$ cat config.mk
export PLATFORM = sky130hd
export DESIGN_NAME = cache_bus_arbiter
export DESIGN_NICKNAME = d
export VERILOG_FILES = /design/src/rtl/cache_bus_arbiter.sv
export SDC_FILE = /design/constraint.sdc
export NUM_CORES = 1
export LEC_CHECK = 0
export CORE_AREA = 2 2 168 170
export DETAILED_ROUTE_END_ITERATION = 8
export DIE_AREA = 0 0 170 172
export DONT_BUFFER_PORTS = 1
export PLACE_DENSITY = 0.53
export SLEW_MARGIN = 20
export SYNTH_ARGS = -nofsm -noshare
export SYNTH_HDL_FRONTEND = slang
export SYNTH_SLANG_ARGS = --single-unit
$ cat constraint.sdc
create_clock -name clk -period 1.66 [get_ports clk]
set_input_delay 0.332 -clock clk [delete_from_list [all_inputs] [get_ports clk]]
set_output_delay 0.332 -clock clk [all_outputs]
set_load 0.05 [all_outputs]
$ cat src/rtl/cache_bus_arbiter.sv
// Arbitrates icache reads, dcache reads and dcache write-backs onto one memory bus,
// one transaction at a time. Define CACHE_ARB_RR_EN for round-robin read priority.
module cache_bus_arbiter #(
    parameter int ADDR_W = 32
) (
    input  logic              clk,
    input  logic              resetn,
    input  logic              i_rd_req,
    input  logic [2:0]        i_rd_type,
    input  logic [ADDR_W-1:0] i_rd_addr,
    output logic              i_rd_rdy,
    output logic              i_ret_valid,
    output logic              i_ret_last,
    output logic [31:0]       i_ret_data,
    input  logic              d_rd_req,
    input  logic [2:0]        d_rd_type,
    input  logic [ADDR_W-1:0] d_rd_addr,
    output logic              d_rd_rdy,
    output logic              d_ret_valid,
    output logic              d_ret_last,
    output logic [31:0]       d_ret_data,
    input  logic              d_wr_req,
    input  logic [2:0]        d_wr_type,
    input  logic [ADDR_W-1:0] d_wr_addr,
    input  logic [3:0]        d_wr_wstrb,
    input  logic [127:0]      d_wr_data,
    output logic              d_wr_rdy,
    output logic              mem_req,
    output logic              mem_we,
    output logic [ADDR_W-1:0] mem_addr,
    output logic [1:0]        mem_len,
    output logic [2:0]        mem_size,
    input  logic              mem_addr_ok,
    output logic              mem_wvalid,
    output logic [31:0]       mem_wdata,
    output logic [3:0]        mem_wstrb,
    output logic              mem_wlast,
    input  logic              mem_wready,
    input  logic              mem_rvalid,
    input  logic [31:0]       mem_rdata,
    input  logic              mem_rlast,
    input  logic              mem_bvalid
);
    localparam logic [2:0] IDLE    = 3'd0;
    localparam logic [2:0] RD_ADDR = 3'd1;
    localparam logic [2:0] RD_DATA = 3'd2;
    localparam logic [2:0] WR_ADDR = 3'd3;
    localparam logic [2:0] WR_DATA = 3'd4;
    localparam logic [2:0] WR_RESP = 3'd5;

    logic [2:0]        state;
    logic              gnt_d;
    logic [2:0]        lat_type;
    logic [ADDR_W-1:0] lat_addr;
    logic [127:0]      lat_data;
    logic [3:0]        lat_wstrb;
    logic [1:0]        cnt;
    logic              idle, is_line, prio_d, g_wr, g_dr, g_ir, rd_data, wr_data;

    assign idle    = (state == IDLE);
    assign rd_data = (state == RD_DATA);
    assign wr_data = (state == WR_DATA);
    assign is_line = (lat_type == 3'b100);

`ifdef CACHE_ARB_RR_EN
    logic rr_ptr;
    assign prio_d = ~rr_ptr;

    // Pointer ends up favouring whichever cache did not win the last read grant.
    always_ff @(posedge clk) begin
        if (!resetn)
            rr_ptr <= 1'b0;
        else if (g_dr || g_ir)
            rr_ptr <= g_dr;
    end
`else
    assign prio_d = 1'b1;
`endif

    assign g_wr = idle & d_wr_req;
    assign g_dr = idle & ~d_wr_req & d_rd_req & (~i_rd_req | prio_d);
    assign g_ir = idle & ~d_wr_req & i_rd_req & (~d_rd_req | ~prio_d);

    assign d_wr_rdy = g_wr;
    assign d_rd_rdy = g_dr;
    assign i_rd_rdy = g_ir;

    always_ff @(posedge clk) begin
        if (!resetn) begin
            state     <= IDLE;
            gnt_d     <= 1'b0;
            cnt       <= 2'd0;
            lat_type  <= 3'd0;
            lat_addr  <= '0;
            lat_data  <= '0;
            lat_wstrb <= 4'd0;
        end else begin
            case (state)
                IDLE: begin
                    if (g_wr) begin
                        state     <= WR_ADDR;
                        gnt_d     <= 1'b1;
                        lat_type  <= d_wr_type;
                        lat_addr  <= d_wr_addr;
                        lat_data  <= d_wr_data;
                        lat_wstrb <= d_wr_wstrb;
                    end else if (g_dr) begin
                        state    <= RD_ADDR;
                        gnt_d    <= 1'b1;
                        lat_type <= d_rd_type;
                        lat_addr <= d_rd_addr;
                    end else if (g_ir) begin
                        state    <= RD_ADDR;
                        gnt_d    <= 1'b0;
                        lat_type <= i_rd_type;
                        lat_addr <= i_rd_addr;
                    end
                end
                RD_ADDR: if (mem_addr_ok) state <= RD_DATA;
                RD_DATA: if (mem_rvalid && mem_rlast) state <= IDLE;
                WR_ADDR: begin
                    cnt <= 2'd0;
                    if (mem_addr_ok) state <= WR_DATA;
                end
                WR_DATA: begin
                    if (mem_wready) begin
                        if (mem_wlast) begin
                            state <= WR_RESP;
                            cnt   <= 2'd0;
                        end else begin
                            cnt <= cnt + 2'd1;
                        end
                    end
                end
                WR_RESP: if (mem_bvalid) state <= IDLE;
                default: state <= IDLE;
            endcase
        end
    end

    assign mem_req  = (state == RD_ADDR) | (state == WR_ADDR);
    assign mem_we   = (state == WR_ADDR);
    assign mem_addr = lat_addr;
    assign mem_len  = is_line ? 2'd3 : 2'd0;
    assign mem_size = is_line ? 3'b010 : {1'b0, lat_type[1:0]};

    assign mem_wvalid = wr_data;
    assign mem_wdata  = wr_data ? lat_data[{cnt, 5'b0} +: 32] : 32'd0;
    assign mem_wstrb  = wr_data ? (is_line ? 4'hF : lat_wstrb) : 4'd0;
    assign mem_wlast  = wr_data & (cnt == mem_len);

    // Read beats pass straight through to the grantee in the same cycle.
    assign i_ret_valid = rd_data & ~gnt_d & mem_rvalid;
    assign i_ret_last  = i_ret_valid & mem_rlast;
    assign i_ret_data  = i_ret_valid ? mem_rdata : 32'd0;
    assign d_ret_valid = rd_data & gnt_d & mem_rvalid;
    assign d_ret_last  = d_ret_valid & mem_rlast;
    assign d_ret_data  = d_ret_valid ? mem_rdata : 32'd0;
endmodule

* Word-level counts from Yosys, hierarchy flattened
Index checks and enable logic that the tools add are counted.
** Storage, ports and cells
- Register bits after elaboration :: 173
- Input bits :: 279
- Output and inout port bits :: 148
** Operators by class
- Reduce and logical (&&, ||, !) cells :: 8
- Eq/ne operators :: 14
- $add $sub $neg :: 1
- Mux-type cells :: 29
- Shift operators :: 1
- Bitwise gates (word level) :: 16
** Operators by type and width (count)
- 2-to-1 mux 32 bit :: 6
- indexed part select 128 x 8 -> 32 bit :: 1
- 2-to-1 mux 3 bit :: 12
- one-hot mux 3 bit (6 select lines) :: 1
- bitwise AND 1 bit :: 12
- == test 3 bit (second input constant) :: 3
- 2-to-1 mux 2 bit :: 4
- 2-to-1 mux 4 bit :: 2
- inequality test 2 bit (second input constant) :: 4
- AND reduction 7 bit :: 1
- == test 3 x 2 -> 1 bit (second input constant) :: 2
- AND reduction 2 bit :: 3
- inequality test 2 x 1 -> 1 bit (second input constant) :: 2
- inequality test 4 bit (second input constant) :: 1
- one-hot mux 2 bit (2 select lines) :: 1
- == test 3 x 1 -> 1 bit (second input constant) :: 1
- logical NOT 3 bit :: 1
- 2-to-1 mux 1 bit :: 3
- inverter 1 bit :: 3
- nonzero test 3 bit :: 1
- adder 2 x 1 -> 2 bit (second input constant) :: 1
- == test 2 bit :: 1
- nonzero test 2 bit :: 1
- logical AND 1 bit :: 1
- bitwise OR 1 bit :: 1

* Depth between registers and ports, before layout
- Word-level depth :: 8
- Mapped depth :: 8
- Mapped depth without buffers :: 5

* Least setup slack after synthesis
Ideal clock, no wire load.
- Kind :: register -> output
- Start :: register state[0]
- End :: output i_ret_data[22]
- Slack :: -0.604 ns
- Required time :: 1.328 ns
- Arrival time :: 1.932 ns
- Stages on the path, launching flop included :: 6
- Cell sequence :: dfxtp_1 > buf_2 > nor2_1 > and4b_1 > clkbuf_1 > and2_1
** On the way
- Cells in the longest elaborated chain, start to end :: 4
** Ends and longest elaborated chain
- start: declaration :: RTL line 51 : logic [2:0] state;
- start signal: assignment :: RTL line 90 : state <= IDLE;
- start signal: assignment :: RTL line 101 : state <= WR_ADDR;
- start signal: assignment :: RTL line 108 : state <= RD_ADDR;
- == test 3 x 2 -> 1 bit :: RTL line 61 : assign rd_data = (state == RD_DATA);
- bitwise AND 1 bit (2 in series) :: RTL line 153 : assign i_ret_valid = rd_data & ~gnt_d & mem_rvalid;
- via i_ret_valid :: RTL line 12 : output logic i_ret_valid,
- 2-to-1 mux 32 bit :: RTL line 155 : assign i_ret_data = i_ret_valid ? mem_rdata : 32'd0;
- end: declaration :: RTL line 14 : output logic [31:0] i_ret_data,
The timed path passes the listed nets, and every way through them passes these cells.

* Worst setup path after layout
- Start :: register cnt[0]
- End :: output mem_wdata[5]
** On the way
- Cells in the longest elaborated chain, start to end :: 2
** Ends and longest elaborated chain
- start: declaration :: RTL line 57 : logic [1:0] cnt;
- start signal: assignment :: RTL line 131 : cnt <= cnt + 2'd1;
- indexed part select 128 x 8 -> 32 bit :: RTL line 148 : assign mem_wdata = wr_data ? lat_data[{cnt, 5'b0} +: 32] : 32'd0;
- 2-to-1 mux 32 bit :: RTL line 148
- end: declaration :: RTL line 35 : output logic [31:0] mem_wdata,
No other way between the ends.

==> results.json <==
{
  "status": "finished, violations left",
  "failed_checks": "negative setup slack",
  "clk_pin_slew_worst_paths_ps": 80,
  "cts_tree": "yes",
  "ir_worst_vdd_v": 0.001121,
  "setup_violations": 273,
  "cts.sink_count": 173,
  "netlist_instances": 990,
  "drv_cap": 0,
  "dp_hpwl_um": 21660,
  "grt_pass1_vias": 6907,
  "die_w_um": 170,
  "numCtsBuffers": 17,
  "setup_tns_ps": -58490,
  "wirelength_um": 33880,
  "synthMuxAreaShare": 0.09190,
  "utilization": 0.4604,
  "p_total_uw": 20010,
  "areaGrowthSynthToFinish_pct": 56.94,
  "final.fill_count": 2595,
  "skew_ps": 17.59,
  "finalNetCount": 1371,
  "fin_crit_ps": 2194,
  "ys.warnings.count": 0,
  "drc": 0,
  "grt_max_degree": 84,
  "ant_nets": 0,
  "final_cell_area_um2": 12650,
  "vias": 7745,
  "crit_fanout": 6,
  "gp_congestion": 0.8613,
  "drive_gt1_frac": 0.4715,
  "synth_seq_cells": 173,
  "power.density_nw_per_um2": 1582,
  "cts_max_path_buffers": 2,
  "antenna_found_initial": 5,
  "clock_latency_ps": 430,
  "vias_per_cell": 5.327,
  "drt_first_pass_iters": 5,
  "dpl_cell_area_um2": 9837,
  "arrival_ps": 1860,
  "io_buffer_count": 0,
  "synthDistinctLibCells": 43,
  "synth-compound-area-share": 0.1593,
  "wl_per_cell_um": 23.30,
  "timing.fmax_mhz": 455.9,
  "final-hold-violation-count": 0,
  "path_class": "reg2out",
  "layout_commonest_cell": "nand2_1",
  "synth_top_family_by_area": "simple AND/OR/NAND/NOR gates",
  "fin_crit_sh": 1.321,
  "max_slew.worst_pin.slew_ps": 615.1,
  "synthXorXnorAreaFrac": 0,
  "power_leakage_uw": 0.004676,
  "synthArstFlopShare": 0,
  "hp-class": "in2reg",
  "initial_core_util": 0.2934,
  "critPathCaptureType": "output pin",
  "cts-root-buf": "clkbuf_16",
  "htree_levels": 4,
  "die_y_um": 172,
  "synth.cell_area_um2": 8060,
  "grt_overflow": 0,
  "place_ws_ps": -115.7,
  "rsz0062_at_grt": "yes",
  "synth_fa_ha_area_frac": 0,
  "core_region_area_um2": 27480,
  "avgSynthCellArea_um2": 8.142,
  "finalMaxSlewViolations": 0,
  "multi_input_area_um2": 5281,
  "grt_pass1_wl_um": 42300,
  "synth_simple_gate_area_share": 0.2595,
  "drtIter0Drc": 588,
  "rows": 61,
  "ys_seq_area_frac": 0.4297,
  "track_usage": 0.1944,
  "setup_ws_ps": -533.6,
  "synth_edf_count": 0,
  "startpoint_type": "register",
  "required_ps": 1330,
  "mostFrequentLayoutCells": "nand2_1 (272), dfxtp_1 (165), and2_4 (99)",
  "pin_count": 427,
  "regArea_um2": 3478,
  "slew_headroom": 0.5894,
  "synth_nets": 1269,
  "dieArea_um2": 29240,
  "synth_top_flop_cell": "dfxtp_1"
}
[kinds of logic (layout without fill, tap and decap cells)]
group | count (synthesis) | count (layout)
and+or+nand+nor | 471 | 471
AOI/OAI and AO/OA | 217 | 217
DFF | 173 | 173
buffers and inverters | 94 | 209
muxes | 34 | 34
other | 1 | 4
[stage by stage]
step / hold slack [ps] / instances
floorplan: 433.1 / 990
detailed placement: 446.1 / 1352
CTS: 2.032 / 1416
global placement: 439.7 / 1352
global route: -0.3605 / 1454
finish: 20.04 / 1454
[cell usage after synthesis, drive strengths merged, types with 2 or more instances]
cell type	instances	area, µm²
dfxtp	173	3463
and2	99	619.4
mux4	32	720.7
o21ai	2	10.01
a21oi	138	694.4
o31ai	35	302.8
o22ai	35	219.0
inv	9	33.78
clkbuf	44	166.4
nand2	306	1151
or4	2	15.01
buf	41	276.5
nor2	51	191.4
nor3	3	26.28
mux2i	2	20.02
[sequential cells by signal, indices dropped and copies added, names as in the netlist]
register	count
lat_data	128
mem_addr	32
lat_wstrb	4
lat_type	3
state	3
cnt	2
gnt_d	1
[power by group]
part	switching [µW]	leakage [µW]	total [µW]	internal (µW)
registers	1780	0.00142	6890	5110
clock network	2020	0.000290	4060	2040
logic	4780	0.00296	9070	4290
total	8580	0.00468	20000	11400
[routing by layer]
layer | vias to the layer above | track usage | wire length (µm) | part of all wire
met5 | - | 0 | 23 | 0.00068
met3 | 48 | 0.07004 | 2852 | 0.084
met2 | 314 | 0.3203 | 16260 | 0.48
met1 | 3825 | 0.2334 | 13980 | 0.41
li1 | 3554 | - | - | -
met4 | 4 | 0.07209 | 772 | 0.023
[final timing paths]
| check | from | end | slack [ps] | cells after the start |
|---|---|---|---|---|
| worst max-delay path | cnt[0] | mem_wdata[5] | -530 | 4 |
| worst min-delay path | d_wr_data[72] | lat_data[72] | 20 | 2 |
| worst max register to register | state[2] | lat_data[79] | -170 | 11 |
| worst min register to register | lat_data[98] | lat_data[98] | 460 | 2 |
[layout make-up]
cell class	instances	share of cell area
flip-flops and latches	173	0.2750
clock inverters	15	0.01355
diodes	3	0.0005935
clock buffers	17	0.03363
inverters	9	0.004451
multi-input cells	723	0.4175
well taps	346	0.03422
repair buffers	168	0.2211
[critical path: stages, from the launching register on]
cell,delay (ps)
dfxtp_4,420
buf_12,160
buf_12,130
mux4_2,500
and2_4,210
[what timing repair did]
| action | 4_1_cts | 5_1_grt |
|---|---|---|
| endpoints found under the hold margin | 0 | 2 |
| gates resized for setup | 113 | 222 |
| gates cloned | 9 | 29 |
| endpoints found under the setup margin | 115 | 278 |
| pin swaps | 68 | 55 |
| setup buffers | 23 | 16 |
| hold buffers | 0 | 2 |
No activity file was read; power rests on OpenSTA's default activity.
